### src/rtl/framebuffer_packer_if.sv
// -----------------------------------------------------------------------------
// framebuffer_packer_if
// Word bus from the frame-buffer packer toward the DRAM write path.
//   word_valid : FIFO head valid (packer -> DRAM)
//   word_ready : DRAM side accepts the head (DRAM -> packer)
//   word_data  : 8 RGB565 lanes, lane n in bits [16n+15:16n]
//   word_addr  : word index = v_count*160 + h_count[10:3]
//   word_strb  : byte enables, 2 bits per lane
//   word_last  : word holds the frame's final pixel
// -----------------------------------------------------------------------------
interface framebuffer_packer_if;
    logic         word_valid;
    logic         word_ready;
    logic [127:0] word_data;
    logic [16:0]  word_addr;
    logic [15:0]  word_strb;
    logic         word_last;

    modport master (
        output word_valid,
        output word_data,
        output word_addr,
        output word_strb,
        output word_last,
        input  word_ready
    );

    modport slave (
        input  word_valid,
        input  word_data,
        input  word_addr,
        input  word_strb,
        input  word_last,
        output word_ready
    );
endinterface

### src/rtl/framebuffer_packer.sv
// -----------------------------------------------------------------------------
// framebuffer_packer
// Packs a non-stallable RGB565 pixel stream into 128-bit, 8-pixel words with
// byte strobes and queues them in a small FIFO toward DRAM (valid/ready).
// Losses (out-of-range pixels, pushes into a full FIFO) are counted, not
// back-pressured.
// Ports:
//   clk, rst_n      : clock, asynchronous active-low reset
//   i_h_count       : pixel column (11 bits)
//   i_v_count       : pixel row (10 bits)
//   i_pixel_valid   : pixel qualifier, at most one every 2 cycles
//   i_pixel_last    : final pixel of frame (qualified by i_pixel_valid)
//   i_pixel_data    : RGB565 pixel
//   word_if         : word bus (master side), see framebuffer_packer_if
//   o_frame_done    : 1-cycle pulse after a word_last transfer
//   o_overflow      : sticky loss flag (full-FIFO push)
//   o_drop_count    : saturating count of dropped pixels and words
// -----------------------------------------------------------------------------
module framebuffer_packer #(
    parameter int PIXELS_PER_WORD = 8,
    parameter int H_ACTIVE        = 1280,
    parameter int V_ACTIVE        = 720,
    parameter int FIFO_DEPTH      = 4
) (
    input  logic                        clk,
    input  logic                        rst_n,
    input  logic [10:0]                 i_h_count,
    input  logic [9:0]                  i_v_count,
    input  logic                        i_pixel_valid,
    input  logic                        i_pixel_last,
    input  logic [15:0]                 i_pixel_data,
    framebuffer_packer_if.master        word_if,
    output logic                        o_frame_done,
    output logic                        o_overflow,
    output logic [15:0]                 o_drop_count
);
    localparam int DATA_W = 16 * PIXELS_PER_WORD;
    localparam int STRB_W = 2 * PIXELS_PER_WORD;
    localparam int PTR_W  = $clog2(FIFO_DEPTH);
    localparam int CNT_W  = PTR_W + 1;
    localparam logic [CNT_W-1:0] FULL_CNT = CNT_W'(FIFO_DEPTH);

    // Accumulator: empty whenever r_acc_strb is zero; data is kept zero when empty
    logic [DATA_W-1:0] r_acc_data;
    logic [STRB_W-1:0] r_acc_strb;
    logic [16:0]       r_acc_addr;

    // Pending slot for a completed word that lost push arbitration to a flush
    logic              r_pend_valid;
    logic [DATA_W-1:0] r_pend_data;
    logic [STRB_W-1:0] r_pend_strb;
    logic [16:0]       r_pend_addr;
    logic              r_pend_last;

    // Output FIFO
    logic [DATA_W-1:0] r_mem_data [FIFO_DEPTH];
    logic [STRB_W-1:0] r_mem_strb [FIFO_DEPTH];
    logic [16:0]       r_mem_addr [FIFO_DEPTH];
    logic              r_mem_last [FIFO_DEPTH];
    logic [PTR_W-1:0]  r_wr_ptr;
    logic [PTR_W-1:0]  r_rd_ptr;
    logic [CNT_W-1:0]  r_count;

    logic              r_frame_done;
    logic              r_overflow;
    logic [15:0]       r_drop_count;

    logic              w_in_range;
    logic [16:0]       w_v_ext;
    logic [16:0]       w_idx;
    logic [2:0]        w_lane;
    logic              w_acc_busy;
    logic              w_take;
    logic              w_pix_drop;
    logic              w_mismatch;
    logic              w_oor_flush;
    logic [DATA_W-1:0] w_new_data;
    logic [STRB_W-1:0] w_new_strb;
    logic              w_complete;
    logic              w_push;
    logic [DATA_W-1:0] w_push_data;
    logic [STRB_W-1:0] w_push_strb;
    logic [16:0]       w_push_addr;
    logic              w_push_last;
    logic              w_pend_load;
    logic              w_pop;
    logic              w_full;
    logic              w_push_ok;
    logic              w_push_drop;
    logic [1:0]        w_drop_inc;
    logic [16:0]       w_drop_sum;

    // Pixel decode, accumulator merge and push arbitration
    always_comb begin
        w_in_range  = (i_h_count < 11'(H_ACTIVE)) && (i_v_count < 10'(V_ACTIVE));
        w_v_ext     = {7'd0, i_v_count};
        // v*160 = v*128 + v*32
        w_idx       = (w_v_ext << 3'd7) + (w_v_ext << 3'd5) + {9'd0, i_h_count[10:3]};
        w_lane      = i_h_count[2:0];
        w_acc_busy  = (r_acc_strb != {STRB_W{1'b0}});
        w_take      = i_pixel_valid && w_in_range;
        w_pix_drop  = i_pixel_valid && !w_in_range;
        w_mismatch  = w_take && w_acc_busy && (w_idx != r_acc_addr);
        // A dropped last pixel still closes out the frame's partial word
        w_oor_flush = w_pix_drop && i_pixel_last && w_acc_busy;

        // On an index change the new pixel starts from a clean word
        w_new_data  = w_mismatch ? {DATA_W{1'b0}} : r_acc_data;
        w_new_strb  = w_mismatch ? {STRB_W{1'b0}} : r_acc_strb;
        w_new_data[{w_lane, 4'b0000} +: 16] = i_pixel_data;
        w_new_strb  = w_new_strb | (STRB_W'(2'b11) << {w_lane, 1'b0});
        w_complete  = w_take && ((&w_new_strb) || i_pixel_last);

        w_push      = 1'b0;
        w_push_data = r_acc_data;
        w_push_strb = r_acc_strb;
        w_push_addr = r_acc_addr;
        w_push_last = 1'b0;
        w_pend_load = 1'b0;
        if (r_pend_valid) begin
            w_push      = 1'b1;
            w_push_data = r_pend_data;
            w_push_strb = r_pend_strb;
            w_push_addr = r_pend_addr;
            w_push_last = r_pend_last;
        end else if (w_mismatch || w_oor_flush) begin
            // Old word goes now; a same-cycle completion waits one cycle
            w_push      = 1'b1;
            w_push_last = w_oor_flush;
            w_pend_load = w_complete;
        end else if (w_complete) begin
            w_push      = 1'b1;
            w_push_data = w_new_data;
            w_push_strb = w_new_strb;
            w_push_addr = w_idx;
            w_push_last = i_pixel_last;
        end else begin
            w_push      = 1'b0;
        end

        w_pop       = (r_count != {CNT_W{1'b0}}) && word_if.word_ready;
        w_full      = (r_count == FULL_CNT);
        // A same-cycle pop frees the slot for a push into a full FIFO
        w_push_ok   = w_push && (!w_full || w_pop);
        w_push_drop = w_push && w_full && !w_pop;
        w_drop_inc  = {1'b0, w_pix_drop} + {1'b0, w_push_drop};
        w_drop_sum  = {1'b0, r_drop_count} + {15'd0, w_drop_inc};
    end

    // Accumulator and pending register update
    always_ff @(posedge clk or negedge rst_n) begin
        if (!rst_n) begin
            r_acc_data   <= {DATA_W{1'b0}};
            r_acc_strb   <= {STRB_W{1'b0}};
            r_acc_addr   <= 17'd0;
            r_pend_valid <= 1'b0;
            r_pend_data  <= {DATA_W{1'b0}};
            r_pend_strb  <= {STRB_W{1'b0}};
            r_pend_addr  <= 17'd0;
            r_pend_last  <= 1'b0;
        end else begin
            if (w_oor_flush || w_complete) begin
                r_acc_data <= {DATA_W{1'b0}};
                r_acc_strb <= {STRB_W{1'b0}};
            end else if (w_take) begin
                r_acc_data <= w_new_data;
                r_acc_strb <= w_new_strb;
                r_acc_addr <= w_idx;
            end else begin
                r_acc_data <= r_acc_data;
            end
            r_pend_valid <= w_pend_load;
            if (w_pend_load) begin
                r_pend_data <= w_new_data;
                r_pend_strb <= w_new_strb;
                r_pend_addr <= w_idx;
                r_pend_last <= i_pixel_last;
            end else begin
                r_pend_data <= r_pend_data;
            end
        end
    end

    // Output FIFO storage, pointers and occupancy
    always_ff @(posedge clk or negedge rst_n) begin
        if (!rst_n) begin
            for (int i = 0; i < FIFO_DEPTH; i++) begin
                r_mem_data[i] <= {DATA_W{1'b0}};
                r_mem_strb[i] <= {STRB_W{1'b0}};
                r_mem_addr[i] <= 17'd0;
                r_mem_last[i] <= 1'b0;
            end
            r_wr_ptr <= {PTR_W{1'b0}};
            r_rd_ptr <= {PTR_W{1'b0}};
            r_count  <= {CNT_W{1'b0}};
        end else begin
            if (w_push_ok) begin
                r_mem_data[r_wr_ptr] <= w_push_data;
                r_mem_strb[r_wr_ptr] <= w_push_strb;
                r_mem_addr[r_wr_ptr] <= w_push_addr;
                r_mem_last[r_wr_ptr] <= w_push_last;
                r_wr_ptr             <= r_wr_ptr + PTR_W'(1);
            end else begin
                r_wr_ptr <= r_wr_ptr;
            end
            if (w_pop) begin
                r_rd_ptr <= r_rd_ptr + PTR_W'(1);
            end else begin
                r_rd_ptr <= r_rd_ptr;
            end
            case ({w_push_ok, w_pop})
                2'b10:   r_count <= r_count + CNT_W'(1);
                2'b01:   r_count <= r_count - CNT_W'(1);
                default: r_count <= r_count;
            endcase
        end
    end

    // Status: frame-done pulse, sticky overflow, saturating drop counter
    always_ff @(posedge clk or negedge rst_n) begin
        if (!rst_n) begin
            r_frame_done <= 1'b0;
            r_overflow   <= 1'b0;
            r_drop_count <= 16'd0;
        end else begin
            r_frame_done <= w_pop && r_mem_last[r_rd_ptr];
            r_overflow   <= r_overflow || w_push_drop;
            r_drop_count <= w_drop_sum[16] ? 16'hFFFF : w_drop_sum[15:0];
        end
    end

    assign word_if.word_valid = (r_count != {CNT_W{1'b0}});
    assign word_if.word_data  = r_mem_data[r_rd_ptr];
    assign word_if.word_addr  = r_mem_addr[r_rd_ptr];
    assign word_if.word_strb  = r_mem_strb[r_rd_ptr];
    assign word_if.word_last  = r_mem_last[r_rd_ptr];
    assign o_frame_done       = r_frame_done;
    assign o_overflow         = r_overflow;
    assign o_drop_count       = r_drop_count;
endmodule
### src/flat_wrapper.sv
// flat-port wrapper written by rule: the top's interface ports become plain ports
module framebuffer_packer_flat 
#(
    parameter int PIXELS_PER_WORD = 8,
    parameter int H_ACTIVE        = 1280,
    parameter int V_ACTIVE        = 720,
    parameter int FIFO_DEPTH      = 4
)
  (clk, rst_n, i_h_count, i_v_count, i_pixel_valid, i_pixel_last, i_pixel_data, o_frame_done, o_overflow, o_drop_count, word_if_word_valid, word_if_word_data, word_if_word_addr, word_if_word_strb, word_if_word_last, word_if_word_ready);
  framebuffer_packer_if word_if_i ();
  input  logic clk;
  input  logic rst_n;
  input  logic [10:0] i_h_count;
  input  logic [9:0] i_v_count;
  input  logic i_pixel_valid;
  input  logic i_pixel_last;
  input  logic [15:0] i_pixel_data;
  output logic o_frame_done;
  output logic o_overflow;
  output logic [15:0] o_drop_count;
  output wire logic [$bits(word_if_i.word_valid)-1:0] word_if_word_valid;
  output wire logic [$bits(word_if_i.word_data)-1:0] word_if_word_data;
  output wire logic [$bits(word_if_i.word_addr)-1:0] word_if_word_addr;
  output wire logic [$bits(word_if_i.word_strb)-1:0] word_if_word_strb;
  output wire logic [$bits(word_if_i.word_last)-1:0] word_if_word_last;
  input wire logic [$bits(word_if_i.word_ready)-1:0] word_if_word_ready;
  assign word_if_word_valid = word_if_i.word_valid;
  assign word_if_word_data = word_if_i.word_data;
  assign word_if_word_addr = word_if_i.word_addr;
  assign word_if_word_strb = word_if_i.word_strb;
  assign word_if_word_last = word_if_i.word_last;
  assign word_if_i.word_ready = word_if_word_ready;
  framebuffer_packer #(.PIXELS_PER_WORD(PIXELS_PER_WORD), .H_ACTIVE(H_ACTIVE), .V_ACTIVE(V_ACTIVE), .FIFO_DEPTH(FIFO_DEPTH)) u_core (.clk(clk), .rst_n(rst_n), .i_h_count(i_h_count), .i_v_count(i_v_count), .i_pixel_valid(i_pixel_valid), .i_pixel_last(i_pixel_last), .i_pixel_data(i_pixel_data), .word_if(word_if_i), .o_frame_done(o_frame_done), .o_overflow(o_overflow), .o_drop_count(o_drop_count));
endmodule
### config.mk
export PLATFORM = sky130hd
export DESIGN_NAME = framebuffer_packer_flat
export DESIGN_NICKNAME = d
export VERILOG_FILES = /design/src/rtl/framebuffer_packer_if.sv /design/src/rtl/framebuffer_packer.sv /design/src/flat_wrapper.sv
export SDC_FILE = /design/constraint.sdc
export NUM_CORES = 2
export LEC_CHECK = 0
export CORE_UTILIZATION = 61
export DETAILED_ROUTE_END_ITERATION = 8
export PLACE_DENSITY = 0.82
export SETUP_SLACK_MARGIN = 0.15
export SYNTH_ARGS = -nofsm -noshare
export SYNTH_HDL_FRONTEND = slang
export SYNTH_SLANG_ARGS = --single-unit
### constraint.sdc
create_clock -name clk -period 5.9 [get_ports clk]
set_clock_uncertainty 0.05 [all_clocks]
set_input_delay 1.18 -clock clk [delete_from_list [all_inputs] [get_ports clk]]
set_output_delay 1.18 -clock clk [all_outputs]
set_load 0.005 [all_outputs]
==> results.txt <==
critical path buffer and inverter count = 4
die height = 288 um
slew margin rel. = 3.67%
Post-synth EDFFs = 0
register area = 25000 um^2
initial antenna violation count = 5
DRT iter0 DRCs = 5148
Sum Neg Setup Slack = 0 ps
Initial Utilization = 61.9%
fillers = 5168
Reg clk slew, reported paths = 60 ps
Post-route DRC = 12
CP max-delay cell = a31oi_2
syn_nets = 4547
total grt overflow = 0
area of the multi-input gates = 23300 um^2
CP Cell Sequence = clkdlybuf4s50_1, ha_1, ha_1, inv_1, fa_1, nand2b_4, a211oi_2, o211ai_1, o21ba_2, nand4b_1, o31a_2, buf_4, nor3_2, a31oi_2, a221oi_1, buf_4, o31ai_1
Pwr Density = 424 nW/um^2
via count = 41949
max incr delay on CP = 910 ps
Yosys warnings = 0
Syn Inst Count = 4470
depth of the CTS H-tree = 3
first-pass GRT wire length = 249 mm
fmax = 0.181 GHz
synth unique cells = 75
CP Max Fanout = 51
CP Data Arrival Time = 6060 ps
post-synth top area share = 49.9%
gr usage total = 38.7%
TritonCTS clock tree = done
Synth async-reset ratio = 100%
CTS root buf = clkbuf_16
peak supply drop = 0.357 mV
status = finished with violations
CTS buffer count = 104
Final period util = 93.6%
nets = 4744
Setup Viol. Count Final = 0
RSZ-0062 raised after global routing = false
cell area after synthesis = 50000 um^2
Mean Syn Cell Area = 11.2 um^2
Skew-Pair Late Insertion Delay = 700 ps
vias per inst = 7.22
final worst slack = 379 ps
Routed Antenna Nets = 0
Worst setup SP type = input pin
max-cap check violation count = 0
setup slack, reg-to-reg = 1780 ps
WL final = 161 mm
die width = 288 um
max-slew violations = 0
number of synthesized register bits = 997
fin crit period = 5520 ps
share of layout cells above drive strength 1 = 21.7%
# rows = 104
Fin. Hold Viols = 0
violated checks = DRC
die area = 83100 um^2
worst slack, placed = -492 ps
Yosys top cell by area = dfrtp_1
area grow syn2layout = 17.9%
Num Clock Sinks = 997
leakage = 25.6 nW
GP Congestion = 0.915
worst slew pin tran = 1440 ps
largest cells by area after synthesis = dfrtp_1 (50%), o31ai_1 (8.3%), o21ai_0 (7.3%), mux4_2 (7.3%), mux2_2 (6.1%)
Synth Flop Type = dfrtp_1
Setup CP Type = input pin to flop
core area = 80800 um^2
share of the yosys chip area belonging to registers = 49.9%
largest net degree at the start of global routing = 150
vias in the first global route = 42660
detailed-router iteration count before antenna repair = 9
WL/cell = 27.7 um
# IOs = 223
worst min-delay path class = flop to flop
Worst Setup End Kind = flop
maximum buffer depth of the clock tree = 3
CP top delay family = compound AO/OA/AOI/OAI gates
detailed placement HPWL = 97.9 mm
hold buffers post-CTS = 0
I/O Buffers = 222
Required @ worst endpoint = 6430 ps
-- final timing paths --
check / endpoint / start / depth (start not counted)
setup / recovery: u_core.r_mem_addr[1]$_DFFE_PN0P_ / i_v_count[1] / 17
hold / removal: u_core.r_pend_data[117]$_DFFE_PN0P_ / u_core.r_pend_data[117]$_DFFE_PN0P_ / 1
hold reg to reg: u_core.r_pend_data[117]$_DFFE_PN0P_ / u_core.r_pend_data[117]$_DFFE_PN0P_ / 1
min in group asynchronous: u_core.r_mem_data[57]$_DFFE_PN0P_ / rst_n / 1
setup reg to reg: u_core.o_drop_count[5]$_DFF_PN0_ / u_core.r_acc_addr[16]$_DFFE_PN0P_ / 15
max in group asynchronous: u_core.r_mem_data[264]$_DFFE_PN0P_ / rst_n / 2
-- flip-flops by register name, summed over array words and instances, names as in the netlist, 3 cells and up --
register	flops
u_core.o_drop_count	16
u_core.r_acc_addr	17
u_core.r_acc_data	128
u_core.r_acc_strb	16
u_core.r_count	3
u_core.r_mem_addr	68
u_core.r_mem_data	512
u_core.r_mem_last	4
u_core.r_mem_strb	64
u_core.r_pend_addr	17
u_core.r_pend_data	128
u_core.r_pend_strb	16
-- cell type report --
| class | instances | area share [%] |
|---|---|---|
| Sequential cell | 997 | 42.3 |
| Multi-Input combinational cell | 2987 | 39.5 |
| Timing Repair Buffer | 525 | 9.33 |
| Clock buffer | 144 | 5.16 |
| Tap cell | 1060 | 2.25 |
| Clock inverter | 45 | 1.08 |
| Inverter | 52 | 0.331 |
| Antenna cell | 3 | 0.0127 |
-- synth_stat cells (4+ instances only) --
master and n:
nand2b_1 27, a211o_1 5, buf_4 9, mux2_1 37
xnor2_1 24, nor2_1 157, a21oi_1 21, mux4_2 162
nor2b_1 128, mux2_2 269, dfrtp_1 997, a2bb2oi_1 16
mux2i_1 19, a221oi_2 10, fa_1 4, nand3_1 22
mux2_4 37, o31ai_1 554, buf_2 96, nand4_1 87
nor4_1 12, nor3_1 7, nand2_1 307, a211oi_1 27
o21ai_0 730, buf_1 52, a22o_1 140, and3_1 23
inv_1 52, clkbuf_1 266, a21o_1 11, o311a_1 4
and2_1 5, buf_6 10, xor2_1 13, a31oi_1 4
ha_1 31, a32oi_1 17, o211ai_1 18
-- power by group --
part	internal (mW)	switching (mW)	leakage, nW
clock	4.17	2.86	1.81
sequential	8.44	1.12	13.6
combinational	3.72	4.65	10.2
-- logic make-up after synthesis --
group	after synthesis	share of synthesized area, %
compound gates	1598	21.0
xor+xnor	40	0.783
fa+ha+maj	35	0.936
buf+inv	486	4.11
flops	997	49.9
mux	524	15.7
simple gates	790	7.58
-- through the flow --
step | hold WS, ps | instance area (um^2) | power, mW | cells | utilization, %
after floorplan | 385 | 50100 | 13.9 | 4470 | -
after global placement | 400 | 55200 | 17.4 | 5617 | 68.3
after detailed placement | 420 | 55200 | 17.7 | 5617 | 68.3
after CTS | 444 | 58900 | 24.8 | 5806 | 72.8
after global routing | 457 | 58900 | 25.8 | 5811 | 72.9
final | 441 | 58900 | 25.0 | 5813 | 72.9
-- placed cells by master, fill, tap and decap left out, types with 37 or more instances in the layout --
| master | netlist | final |
|---|---|---|
| a22o_1 | 140 | 140 |
| mux4_2 | 162 | 162 |
| buf_4 | 9 | 224 |
| inv_1 | 52 | 52 |
| clkbuf_16 | 0 | 104 |
| o31ai_1 | 554 | 547 |
| nand4_1 | 87 | 87 |
| mux2_2 | 269 | 269 |
| mux2_1 | 37 | 37 |
| dfrtp_1 | 997 | 994 |
| nand2_1 | 307 | 302 |
| mux2_4 | 37 | 37 |
| buf_12 | 0 | 79 |
| o21ai_0 | 730 | 730 |
| nor2b_1 | 128 | 127 |
| clkdlybuf4s50_1 | 0 | 218 |
| nor2_1 | 157 | 152 |
-- worst reg2reg max path, cell delays in order (launching register included) --
cell,delay [ps]
dfrtp_1,490
nand3_1,200
nand4_1,160
a2111oi_2,380
nand4b_1,210
o31a_2,420
buf_4,160
nor3_2,220
a21o_2,190
nand2b_2,150
fa_2,420
inv_1,70
ha_2,170
nand4_1,150
or3_4,450
o21ai_0,110
-- repair_timing --
item	CTS	global route
setup endpoints to repair	0	94
setup buffers	0	4
resized for setup	0	12
endpoints found under the hold margin	0	0
-- metal layers --
| metal | wire (um) | part of all wire (%) | track usage [%] | vias up |
|---|---|---|---|---|
| met4 | 9550 | 5.9 | 21.8 | 8 |
| met5 | 51 | 0.032 | 0 | - |
| met1 | 57600 | 36 | 49.0 | 21027 |
| li1 | - | - | - | 17227 |
| met2 | 75000 | 47 | 60.1 | 3031 |
| met3 | 19100 | 12 | 11.2 | 656 |
Power figures use the tool's default switching activity.
